$ cat src/rtl/pipelined_cla_adder_if.sv
// Streaming operand/result bundle for the pipelined CLA adder.
// Master drives operands and out_ready; slave returns results.
interface pipelined_cla_adder_if #(
    parameter int WIDTH = 16
);
    logic             in_valid;
    logic             in_ready;
    logic [WIDTH-1:0] a;
    logic [WIDTH-1:0] b;
    logic             cin;
    logic             sub;
    logic             out_valid;
    logic             out_ready;
    logic [WIDTH-1:0] sum;
    logic             cout;
    logic             ovf;

    modport master (
        output in_valid, a, b, cin, sub, out_ready,
        input  in_ready, out_valid, sum, cout, ovf
    );

    modport slave (
        input  in_valid, a, b, cin, sub, out_ready,
        output in_ready, out_valid, sum, cout, ovf
    );
endinterface

$ cat src/rtl/pipelined_cla_adder.sv
// Pipelined carry-look-ahead adder/subtractor, GROUP_W-bit CLA groups,
// PIPE_GROUPS groups per stage, group carry registered between stages.
module pipelined_cla_adder #(
    parameter int WIDTH       = 16,
    parameter int GROUP_W     = 4,
    parameter int PIPE_GROUPS = 1
) (
    input logic                   clk,
    input logic                   rst,
    pipelined_cla_adder_if.slave  bus
);
    localparam int NG  = WIDTH / GROUP_W;
    localparam int LAT = NG / PIPE_GROUPS;

    // Rank 0 holds captured operands; rank k+1 holds the output of stage k.
    // Later-group operand bits ride along (skew), finished sum bits accumulate
    // in r_s so a whole word leaves the last rank together (de-skew).
    logic [WIDTH-1:0] r_a [0:LAT];
    logic [WIDTH-1:0] r_b [0:LAT];
    logic [WIDTH-1:0] r_s [0:LAT];
    logic [LAT:0]     r_c;
    logic [LAT:0]     r_v;
    logic             r_ovf;

    logic [WIDTH-1:0] w_s [0:LAT-1];
    logic [LAT-1:0]   w_c;
    logic [LAT-1:0]   w_m;
    logic             w_stall;

    // One CLA group, every carry expanded as a sum of products.
    // Returns {carry out, carry into MSB, sum}.
    function automatic logic [GROUP_W+1:0] cla_group(
        input logic [GROUP_W-1:0] a,
        input logic [GROUP_W-1:0] b,
        input logic               c0
    );
        logic [GROUP_W-1:0] g;
        logic [GROUP_W-1:0] p;
        logic [GROUP_W:0]   c;
        logic               t;
        logic               pp;
        g    = a & b;
        p    = a ^ b;
        c[0] = c0;
        for (int i = 0; i < GROUP_W; i++) begin
            t = c0;
            for (int j = 0; j <= i; j++) begin
                t = t & p[j];
            end
            for (int j = 0; j <= i; j++) begin
                pp = g[j];
                for (int k = j + 1; k <= i; k++) begin
                    pp = pp & p[k];
                end
                t = t | pp;
            end
            c[i+1] = t;
        end
        return {c[GROUP_W], c[GROUP_W-1], p ^ c[GROUP_W-1:0]};
    endfunction

    assign w_stall      = r_v[LAT] & ~bus.out_ready;
    assign bus.in_ready = ~w_stall;
    assign bus.out_valid = r_v[LAT];
    assign bus.sum      = r_s[LAT];
    assign bus.cout     = r_c[LAT];
    assign bus.ovf      = r_ovf;

    // Each stage resolves its groups from the carry left by the previous stage.
    always_comb begin : p_stages
        logic [GROUP_W+1:0] w_res;
        int                 idx;
        w_res = '0;
        idx   = 0;
        for (int k = 0; k < LAT; k++) begin
            w_s[k] = r_s[k];
            w_c[k] = r_c[k];
            w_m[k] = 1'b0;
            for (int g = 0; g < PIPE_GROUPS; g++) begin
                idx   = k * PIPE_GROUPS + g;
                w_res = cla_group(r_a[k][idx*GROUP_W +: GROUP_W],
                                  r_b[k][idx*GROUP_W +: GROUP_W],
                                  w_c[k]);
                w_s[k][idx*GROUP_W +: GROUP_W] = w_res[GROUP_W-1:0];
                w_m[k] = w_res[GROUP_W];
                w_c[k] = w_res[GROUP_W+1];
            end
        end
    end

    // Pipeline ranks: all advance together unless the output is stalled.
    always_ff @(posedge clk) begin
        if (rst) begin
            r_v   <= '0;
            r_c   <= '0;
            r_ovf <= 1'b0;
            for (int k = 0; k <= LAT; k++) begin
                r_a[k] <= '0;
                r_b[k] <= '0;
                r_s[k] <= '0;
            end
        end else if (!w_stall) begin
            r_v[0] <= bus.in_valid;
            if (bus.in_valid) begin
                r_a[0] <= bus.a;
                r_b[0] <= bus.sub ? ~bus.b : bus.b;
                r_c[0] <= bus.sub | bus.cin;
                r_s[0] <= '0;
            end
            for (int k = 0; k < LAT; k++) begin
                r_v[k+1] <= r_v[k];
                if (r_v[k]) begin
                    r_a[k+1] <= r_a[k];
                    r_b[k+1] <= r_b[k];
                    r_s[k+1] <= w_s[k];
                    r_c[k+1] <= w_c[k];
                end
            end
            if (r_v[LAT-1]) begin
                r_ovf <= w_c[LAT-1] ^ w_m[LAT-1];
            end
        end
    end
endmodule

$ cat src/flat_wrapper.sv
// flat-port wrapper written by rule: the top's interface ports become plain ports
module pipelined_cla_adder_flat 
#(
    parameter int WIDTH       = 16,
    parameter int GROUP_W     = 4,
    parameter int PIPE_GROUPS = 1
)
  (clk, rst, bus_in_valid, bus_a, bus_b, bus_cin, bus_sub, bus_out_ready, bus_in_ready, bus_out_valid, bus_sum, bus_cout, bus_ovf);
  pipelined_cla_adder_if #(.WIDTH(WIDTH)) bus_i ();
  input logic clk;
  input logic rst;
  input wire logic [$bits(bus_i.in_valid)-1:0] bus_in_valid;
  input wire logic [$bits(bus_i.a)-1:0] bus_a;
  input wire logic [$bits(bus_i.b)-1:0] bus_b;
  input wire logic [$bits(bus_i.cin)-1:0] bus_cin;
  input wire logic [$bits(bus_i.sub)-1:0] bus_sub;
  input wire logic [$bits(bus_i.out_ready)-1:0] bus_out_ready;
  output wire logic [$bits(bus_i.in_ready)-1:0] bus_in_ready;
  output wire logic [$bits(bus_i.out_valid)-1:0] bus_out_valid;
  output wire logic [$bits(bus_i.sum)-1:0] bus_sum;
  output wire logic [$bits(bus_i.cout)-1:0] bus_cout;
  output wire logic [$bits(bus_i.ovf)-1:0] bus_ovf;
  assign bus_i.in_valid = bus_in_valid;
  assign bus_i.a = bus_a;
  assign bus_i.b = bus_b;
  assign bus_i.cin = bus_cin;
  assign bus_i.sub = bus_sub;
  assign bus_i.out_ready = bus_out_ready;
  assign bus_in_ready = bus_i.in_ready;
  assign bus_out_valid = bus_i.out_valid;
  assign bus_sum = bus_i.sum;
  assign bus_cout = bus_i.cout;
  assign bus_ovf = bus_i.ovf;
  pipelined_cla_adder #(.WIDTH(WIDTH), .GROUP_W(GROUP_W), .PIPE_GROUPS(PIPE_GROUPS)) u_core (.clk(clk), .rst(rst), .bus(bus_i));
endmodule
$ cat config.mk
export PLATFORM = sky130hd
export DESIGN_NAME = pipelined_cla_adder_flat
export DESIGN_NICKNAME = d
export VERILOG_FILES = /design/src/rtl/pipelined_cla_adder_if.sv /design/src/rtl/pipelined_cla_adder.sv /design/src/flat_wrapper.sv
export SDC_FILE = /design/constraint.sdc
export NUM_CORES = 1
export LEC_CHECK = 0
export ABC_AREA = 1
export CAP_MARGIN = 20
export CORE_UTILIZATION = 45
export DETAILED_ROUTE_END_ITERATION = 6
export PLACE_DENSITY = 0.7
export SYNTH_ARGS = -nofsm -noshare
export SYNTH_HDL_FRONTEND = slang
export SYNTH_SLANG_ARGS = --single-unit
$ cat constraint.sdc
create_clock -name clk -period 4.1 [get_ports clk]
set_input_delay 1.23 -clock clk [delete_from_list [all_inputs] [get_ports clk]]
set_output_delay 1.23 -clock clk [all_outputs]
set_load 0.01 [all_outputs]
==> results.json <==
{
  "met2_length_mm": 3.51,
  "cts.sinks": 131,
  "ant_nets": 0,
  "slew_viol_final": 0,
  "fin_crit_ns": 3.70,
  "clockBufferDepth": 2,
  "overflow": 0,
  "outcome": "finished clean",
  "cts_tree": "done",
  "yosys.area.top_type": "edfxtp_1",
  "final_util_pct": 56.0,
  "crit_type": "primary input to output port",
  "dp_hpwl_mm": 5.20,
  "clock_skew_ns": 0.0114,
  "grt_max_degree": 105,
  "ys_seq_elements": 131,
  "maxCapViolations": 0,
  "worstPathArrival_ns": 2.47,
  "drc": 0,
  "reg2regPathDepth": 8,
  "max_freq_mhz": 270,
  "holdBufCountCts": 0,
  "met1_length_mm": 3.63,
  "synth_top_area_share_pct": 61.6,
  "r2r_end": "u_core.r_a[0][46]",
  "top_layer_used": "met4",
  "fp.coreArea_mm2": 0.0127,
  "synth-edff-count": 120,
  "place_congestion": 0.744,
  "diodes": 0,
  "hold_start": "u_core.r_v[2]",
  "synthesis.area_mm2": 0.00585,
  "ys_seq_area_share_pct": 65.3,
  "antenna_found_initial": 0,
  "clk_pin_slew_ns": 0.06,
  "detail_route.iter0.violations": 204,
  "powerDensity_mw_per_mm2": 478,
  "post_cts_buffers": 0,
  "async_flop_share_pct": 0,
  "cts_resized": 0,
  "nets": 658,
  "vias": 3221,
  "drive_gt1_share_pct": 12.2,
  "die_area_mm2": 0.0135,
  "num_rows": 41,
  "slew_headroom_pct": 39.7,
  "clock_latency_ns": 0.41,
  "syn_nets": 594,
  "wl_mm": 7.62,
  "cts-root-buf": "clkbuf_16",
  "min_to": "u_core.r_v[2]",
  "setup_total_negative_slack_ns": 0,
  "synthCells": 532,
  "initial_core_util_pct": 46.2,
  "first_global_vias": 2958,
  "tightest_slew_ns": 0.902,
  "wl_met3_um": 339,
  "p_total_mw": 3.40,
  "synth_ff_type": "edfxtp_1",
  "leakage_nw": 3.57,
  "dr.pass1.iters": 4,
  "syn_avg_cell_area_um2": 11.0,
  "crit_fanout": 5,
  "io_buffer_count": 57,
  "setup_violations": 0,
  "nFillCells": 1114,
  "reg2reg_from": "u_core.r_v[4]",
  "fin_ws_ns": 0.401,
  "yosysWarnings": 0,
  "viasPerCell": 4.12,
  "die_width_um": 116,
  "final_cell_mix": "153 x nand2_1, 120 x edfxtp_1, 103 x inv_1",
  "die_y_um": 116,
  "fin_crit_sh_pct": 90.2,
  "layout_commonest_cell": "nand2_1",
  "pre_cts_ws_ns": 0.404,
  "grt_pass1_wl_mm": 13.0,
  "numCtsBuffers": 17,
  "ys_types": 23,
  "hp-class": "register to register",
  "track_usage_pct": 12.9,
  "whs_path_depth": 2,
  "wire_per_inst_um": 9.76,
  "irDropWorstVdd_uv": 270,
  "rrSetupSlack_ns": 2.17,
  "worstSetupStartpointType": "primary input",
  "htreeDepth": 4,
  "syn2layout_area_growth_pct": 21.3,
  "ios": 58,
  "endpoint_kind": "output port",
  "worstPathRequired_ns": 2.87,
  "rsz0062_at_grt": "no",
  "yosys-top-cells-area": "edfxtp_1 62%, nand2_1 9.8%, inv_1 6.6%",
  "hold_viol": 0
}
## power by group
| part | internal [mW] | leakage, nW | switching (mW) | total [mW] |
|---|---|---|---|---|
| clock | 0.839 | 0.260 | 0.569 | 1.41 |
| sequential | 1.61 | 1.36 | 0.0371 | 1.65 |
| combinational | 0.148 | 1.96 | 0.193 | 0.341 |
## cell families (layout without fill, tap and decap cells)
group / Yosys count / in the layout / synth area share [%]
buffers and inverters: 155 / 232 / 11.4
flip-flops: 131 / 131 / 65.3
XOR/XNOR: 28 / 28 / 4.19
AO/OA/AOI/OAI: 16 / 16 / 1.37
adder cells (fa/ha/maj): 24 / 24 / 5.64
AND/OR/NAND/NOR: 178 / 178 / 12.0
## critical path, cell delays in order
cell             delay (ns)
clkdlybuf4s50_1        0.54
inv_2                  0.05
nand2_2                0.10
clkdlybuf4s50_1        0.55
## cell usage after synthesis, types with 7 or more instances
cell type / count
nand2_1: 153
edfxtp_1: 120
inv_1: 103
inv_2: 36
xor2_1: 27
ha_1: 20
buf_6: 11
dfxtp_1: 11
nor2_1: 11
a21oi_1: 7
nand3_1: 7
o21ai_0: 7
## stage by stage
step,std cells,area [um2],hold slack [ns]
after floorplan,532,5850,0.433
after global placement,749,6540,0.446
after detailed placement,749,6540,0.455
after CTS,781,7100,0.462
after global routing,781,7100,0.483
final,781,7100,0.463
## sequential cells by signal, summed over array words and instances (netlist names)
signal          flops
u_core.r_a         40
u_core.r_b         40
u_core.r_s         40
u_core.r_c          5
u_core.r_v          5
u_core.bus.ovf      1
## worst max path at each step
stage | slack, ns | cells past startpoint | startpoint | endpoint
2_1_floorplan | 1.24 | 2 | bus_out_ready | u_core.r_s[4][0]
3_3_place_gp | 0.43 | 4 | bus_out_ready | bus_in_ready
3_5_place_dp | 0.40 | 4 | bus_out_ready | bus_in_ready
4_1_cts | 0.40 | 4 | bus_out_ready | bus_in_ready
5_1_grt | 0.37 | 4 | bus_out_ready | bus_in_ready
6_report | 0.40 | 4 | bus_out_ready | bus_in_ready
## metal layers
metal	GRT usage (%)	vias up
met2	20.7	76
li1	-	1752
met3	4.60	12
met4	5.73	0
met1	15.6	1381
met5	0	-
## cell type report
class | instances | area (um2) | share of cell area [%]
clock buffer | 18 | 429 | 6.04
sequential | 131 | 3820 | 53.9
clock inverter | 14 | 130 | 1.83
tap | 172 | 215 | 3.03
timing repair buffer | 61 | 613 | 8.63
inverter | 139 | 522 | 7.35
multi-input combinational | 246 | 1370 | 19.3
Note: power is estimated with default switching activity, not from simulation.
